`config.mk`:
```
export PLATFORM = sky130hd
export DESIGN_NAME = vec_dot_pe
export DESIGN_NICKNAME = d
export VERILOG_FILES = /design/src/rtl/vec_dot_pe.sv
export SDC_FILE = /design/constraint.sdc
export NUM_CORES = 2
export LEC_CHECK = 0
export ABC_CLOCK_PERIOD_IN_PS = 17400
export CORE_ASPECT_RATIO = 1.2
export CORE_MARGIN = 2
export CORE_UTILIZATION = 44
export CTS_BUF_LIST = sky130_fd_sc_hd__clkbuf_16
export DETAILED_ROUTE_END_ITERATION = 16
export PLACE_DENSITY = 0.74
export SLEW_MARGIN = 20
export SYNTH_ARGS = -nofsm -noshare
export SYNTH_HDL_FRONTEND = slang
export SYNTH_SLANG_ARGS = --single-unit
```
`constraint.sdc`:
```
create_clock -name clk -period 17.4 [get_ports clk]
set_input_delay 2.61 -clock clk [delete_from_list [all_inputs] [get_ports clk]]
set_output_delay 2.61 -clock clk [all_outputs]
set_load 0.05 [all_outputs]
```
`src/rtl/vec_dot_pe.sv`:
```
`default_nettype none
// ============================================================================
//  Module   : vec_dot_pe
//  Purpose  : Signed fixed-point dot-product engine. It captures two
//             N-element vectors and sums LANES full-precision products per
//             cycle into a wide accumulator. It then rescales the sum by FRAC
//             bits and returns a W-bit result. The result either saturates or
//             wraps, and an overflow flag reports when it left the W-bit range.
//  Revision : 1.0  initial release
// ----------------------------------------------------------------------------
//  Ports
//    clk        in   1     rising-edge clock
//    rst        in   1     asynchronous active-high reset
//    in_valid   in   1     operands and mode bits valid
//    in_ready   out  1     operands accepted (IDLE only)
//    vec_a      in   N*W   signed elements, element k = [k*W +: W]
//    vec_b      in   N*W   same layout as vec_a
//    acc_mode   in   1     1 = chain onto previous accumulator value
//    sat_en     in   1     1 = saturate result, 0 = wrap
//    out_valid  out  1     dot_out / overflow valid
//    out_ready  in   1     consumer takes the result
//    dot_out    out  W     signed fixed-point result
//    overflow   out  1     result exceeded the W-bit signed range
//  N must be a multiple of LANES.
// ============================================================================
module vec_dot_pe #(
   parameter int N     = 16,
   parameter int W     = 16,
   parameter int FRAC  = 11,
   parameter int LANES = 4,
   parameter int ACC_W = 2*W + $clog2(N) + 1
) (
   input  logic             clk,
   input  logic             rst,
   input  logic             in_valid,
   output logic             in_ready,
   input  logic [N*W-1:0]   vec_a,
   input  logic [N*W-1:0]   vec_b,
   input  logic             acc_mode,
   input  logic             sat_en,
   output logic             out_valid,
   input  logic             out_ready,
   output logic [W-1:0]     dot_out,
   output logic             overflow
);

   localparam int BEATS  = N / LANES;
   localparam int BEAT_W = (BEATS > 1) ? $clog2(BEATS) : 1;

   typedef enum logic [1:0] {
      S_IDLE = 2'd0,
      S_RUN  = 2'd1,
      S_DONE = 2'd2
   } state_t;

   state_t                    state_q, state_d;
   logic [N*W-1:0]            a_q, a_d;
   logic [N*W-1:0]            b_q, b_d;
   logic                      sat_q, sat_d;
   logic [BEAT_W-1:0]         beat_q, beat_d;
   logic signed [ACC_W-1:0]   acc_q, acc_d;
   logic [W-1:0]              dot_q, dot_d;
   logic                      ovf_q, ovf_d;
   logic                      out_valid_q, out_valid_d;

   logic signed [W-1:0]       elem_a, elem_b;
   logic signed [2*W-1:0]     prod;
   logic signed [ACC_W-1:0]   beat_sum;
   logic signed [ACC_W-1:0]   shifted;
   logic [ACC_W-W:0]          shifted_hi;
   logic                      in_range;
   logic [W-1:0]              sat_val;
   int                        idx;

   // Gated with rst so in_ready is low for the whole reset pulse.
   assign in_ready  = (state_q == S_IDLE) && !rst;
   assign out_valid = out_valid_q;
   assign dot_out   = dot_q;
   assign overflow  = ovf_q;

   always_comb begin
      state_d     = state_q;
      a_d         = a_q;
      b_d         = b_q;
      sat_d       = sat_q;
      beat_d      = beat_q;
      acc_d       = acc_q;
      dot_d       = dot_q;
      ovf_d       = ovf_q;
      out_valid_d = out_valid_q;
      elem_a      = '0;
      elem_b      = '0;
      prod        = '0;
      beat_sum    = '0;
      idx         = 0;

      // Sum of this beat's LANES products, each sign-extended at full precision.
      for (int l = 0; l < LANES; l++) begin
         idx      = int'(beat_q) * LANES + l;
         elem_a   = a_q[idx*W +: W];
         elem_b   = b_q[idx*W +: W];
         prod     = elem_a * elem_b;
         beat_sum = beat_sum + {{(ACC_W-2*W){prod[2*W-1]}}, prod};
      end

      // Arithmetic shift floors toward -inf. The value is in range when all
      // bits from W-1 upward agree with the sign.
      shifted    = acc_q >>> FRAC;
      shifted_hi = shifted[ACC_W-1:W-1];
      in_range   = (&shifted_hi) || !(|shifted_hi);
      sat_val    = shifted[ACC_W-1] ? {1'b1, {(W-1){1'b0}}} : {1'b0, {(W-1){1'b1}}};

      case (state_q)
         S_IDLE: begin
            if (in_valid && in_ready) begin
               a_d     = vec_a;
               b_d     = vec_b;
               sat_d   = sat_en;
               beat_d  = '0;
               acc_d   = acc_mode ? acc_q : '0;
               state_d = S_RUN;
            end
         end
         S_RUN: begin
            acc_d  = acc_q + beat_sum;
            beat_d = beat_q + BEAT_W'(1);
            if (beat_q == BEAT_W'(BEATS-1)) begin
               state_d = S_DONE;
            end
         end
         S_DONE: begin
            // The first DONE cycle registers the rescaled result. Later cycles
            // hold it until the consumer takes it.
            if (!out_valid_q) begin
               out_valid_d = 1'b1;
               ovf_d       = !in_range;
               dot_d       = in_range ? shifted[W-1:0] :
                             (sat_q ? sat_val : shifted[W-1:0]);
            end else if (out_ready) begin
               out_valid_d = 1'b0;
               state_d     = S_IDLE;
            end
         end
         default: begin
            state_d = S_IDLE;
         end
      endcase
   end

   always_ff @(posedge clk or posedge rst) begin
      if (rst) begin
         state_q     <= S_IDLE;
         a_q         <= '0;
         b_q         <= '0;
         sat_q       <= 1'b0;
         beat_q      <= '0;
         acc_q       <= '0;
         dot_q       <= '0;
         ovf_q       <= 1'b0;
         out_valid_q <= 1'b0;
      end else begin
         state_q     <= state_d;
         a_q         <= a_d;
         b_q         <= b_d;
         sat_q       <= sat_d;
         beat_q      <= beat_d;
         acc_q       <= acc_d;
         dot_q       <= dot_d;
         ovf_q       <= ovf_d;
         out_valid_q <= out_valid_d;
      end
   end

endmodule
`default_nettype wire

```
==> flow_metrics.py <==
metrics = {
    "synth": {
        "ys_warn_count": 0,
        "syn_inst": 7304,
        "synthArstFlopShare": 1.000,
        "ys_types": 61,
        "ys.flop_type": "dfrtp_1",
        "syn_nets": 9470,
        "syn-cell-area_um2": 67500,
        "synth-seq-cells": 572,
        "yosysSeqAreaShare": 0.2120,
        "synth.avg_cell_area_um2": 9.242,
        "synth_edf_count": 0,
    },
    "global_routing": {
        "grt_pass1_vias": 55156,
        "antenna_found_initial": 16,
        "grt_pass1_wl_mm": 350.4,
        "grtUsageTotal": 0.3055,
        "grt-ovfl-total": 0,
        "grt_max_degree": 228,
    },
    "floorplanning": {
        "die_x_um": 361.6,
        "fp-row-count": 157,
        "fp.dieArea_um2": 156600,
        "core_area_um2": 152400,
        "initial_utilization": 0.4428,
        "io_pins": 537,
        "die_h_um": 433.1,
    },
    "route": {
        "route.detailed.drc": 0,
        "num_vias": 51507,
        "drt-total-wl_mm": 236.4,
        "vias_per_cell": 5.296,
        "dr.pass1.iters": 8,
        "wl_per_cell_um": 24.31,
        "drt_iter0_markers": 4809,
        "antenna_left": 0,
    },
    "setup_path": {
        "crit_top_cell": "fa_1",
        "worstSetupStartpointType": "register",
        "arrival_ns": 12.07,
        "end_kind": "register",
        "reg2reg_to": "acc_q[34]",
        "crit_type": "reg2reg",
        "r2r_start": "beat_q[1]",
        "rr_worst_depth": 30,
        "crit_path_top_delay_cell": "fa_1",
        "slowest_delay_ns": 0.92,
        "reg2reg_slack_ns": 5.86,
        "path_max_fanout": 161,
        "worstPathRequired_ns": 17.93,
    },
    "status": {
        "outcome": "complete, no violations",
    },
    "worst_hold_path": {
        "worstHoldStart": "b_q[42]",
        "worstHoldEndpoint": "b_q[42]",
        "hold_depth": 2,
        "hold_class": "reg2reg",
    },
    "layout": {
        "area_delta_synth_final_pct": 13.88,
        "drive_gt1_frac": 0.04285,
        "fin_nets": 9845,
        "stdcell_count": 9725,
    },
    "sta": {
        "slew_headroom": 0.1235,
        "max_freq_mhz": 86.63,
        "drv_slew": 0,
        "final-hold-violation-count": 0,
        "period_needed_ns": 11.54,
        "fin_crit_sh": 0.6634,
        "finalSetupTns_ns": 0,
        "skew_ns": 0.03035,
        "setup_violations": 0,
        "tightestPinTransition_ns": 1.306,
        "rsz0062_at_grt": "no",
        "worst_slack_ns": 5.856,
    },
    "job": {
        "drv_cap": 0,
    },
    "cts": {
        "cts_setup_buffers": 0,
        "numCtsBuffers": 58,
        "clock-sinks": 572,
        "hold_buffers": 0,
        "worstSkewPairLatency_ns": 0.69,
        "tritoncts": "done",
        "clockBufferDepth": 3,
        "ctsResizeCount": 0,
        "cts_root_buf": "clkbuf_16",
        "cts-htree-levels": 2,
        "cts.reportedPaths.clkPinSlew_ns": 0.07,
    },
    "placed_design": {
        "numPortBuffers": 536,
        "hpwl_mm": 198.0,
        "globalplace.congestion": 1.042,
        "dp_cells": 9606,
        "dpl_worst_slack_ns": 5.901,
    },
}
## worst max-delay path, delay by kind of cell (launching register included)
kind / cells / cell delay [ns]
buffers and inverters: 8 / 1.85
xor gates and xnor gates: 1 / 0.14
and+or+nand+nor: 2 / 0.48
DFF: 1 / 0.79
AOI/OAI and AO/OA: 8 / 2.12
adders and majority gates: 11 / 5.91
## Yosys cell counts (50+ instances only)
cell | n | area share
a21oi_1 | 59 | 0.0044
mux2i_1 | 85 | 0.013
nor2_1 | 479 | 0.027
o21ai_0 | 53 | 0.0039
inv_1 | 1455 | 0.081
fa_1 | 1339 | 0.40
o21a_1 | 61 | 0.0068
clkbuf_1 | 248 | 0.014
and2_1 | 50 | 0.0046
dfrtp_1 | 572 | 0.21
mux2_2 | 85 | 0.014
ha_1 | 309 | 0.057
nand2_1 | 2154 | 0.12
o21ai_1 | 77 | 0.0057
## sequential cells by signal, summed over array words and instances (netlist names)
signal	flops
a_q	256
acc_q	37
b_q	256
beat_q	2
dot_out	16
out_valid	1
overflow	1
sat_q	1
state_q	2
## worst max-delay path by stage
| stage | start | cells past startpoint | endpoint |
|---|---|---|---|
| after detailed placement | beat_q[1] | 30 | acc_q[34] |
| final | beat_q[1] | 30 | acc_q[34] |
| after global routing | beat_q[1] | 30 | acc_q[34] |
| after CTS | beat_q[1] | 30 | acc_q[34] |
| after global placement | beat_q[1] | 30 | acc_q[34] |
| after floorplan | rst | 1 | a_q[0] |
## through the flow
stage / utilization / instance area, µm² / hold slack [ns]
6_report: 0.5043 / 76880 / 0.4704
2_1_floorplan: - / 67510 / 0.4401
5_1_grt: 0.5043 / 76870 / 0.4884
4_1_cts: 0.5040 / 76830 / 0.4729
3_5_place_dp: 0.4912 / 74880 / 0.4569
3_3_place_gp: 0.4911 / 74870 / 0.4521
## cells by family (layout without fill, tap and decap cells)
logic type      Yosys count  count (layout)  synth area share
buf+inv                1745            2165           0.09748
fa+ha+maj              1648            1648            0.4544
simple gates           2772            2772            0.1593
mux                     214             214           0.04146
compound gates          306             306           0.02925
other cells               0              14                 0
flops                   572             572            0.2120
xor+xnor                 47              47          0.006098
## routing by layer
metal,GRT usage,share of wire
met1,0.3954,0.39
met2,0.4997,0.48
met3,0.05120,0.076
met4,0.1507,0.060
met5,0,0.00032
## cells in the final DEF, fill, tap and decap left out, types with 5 or more instances in the layout
cell and instances:
nand2b_1 22, a22o_1 5, buf_4 61, ha_1 309
nand4_1 6, inv_1 1466, and2_1 49, o21ai_0 48
mux4_2 44, clkinvlp_4 5, diode_2 14, clkbuf_16 58
nor2b_1 21, nor2_1 478, nor3_1 6, clkdlybuf4s50_1 536
mux2i_1 85, a21oi_1 59, o21ai_2 12, xnor2_1 30
clkinv_1 13, xor2_1 17, nand2_1 2153, fa_1 1339
dfrtp_1 570, a21o_1 11, buf_12 5, o21ai_1 71
o21a_1 61, mux2_2 85, or2_2 17, bufinv_16 9
## final cells by class
class / instances / area [µm²]
diodes: 14 / 35.03
repair buffers: 604 / 5946
well taps: 1987 / 2486
clock buffers: 58 / 1451
flip-flops and latches: 572 / 14320
fillers: 14042 / 75560
multi-input cells: 4987 / 46670
inverters: 1456 / 5469
clock inverters: 47 / 500.5
Power is not shown: default switching activity piles up to over one toggle a cycle in this logic, so the estimate is an artifact.
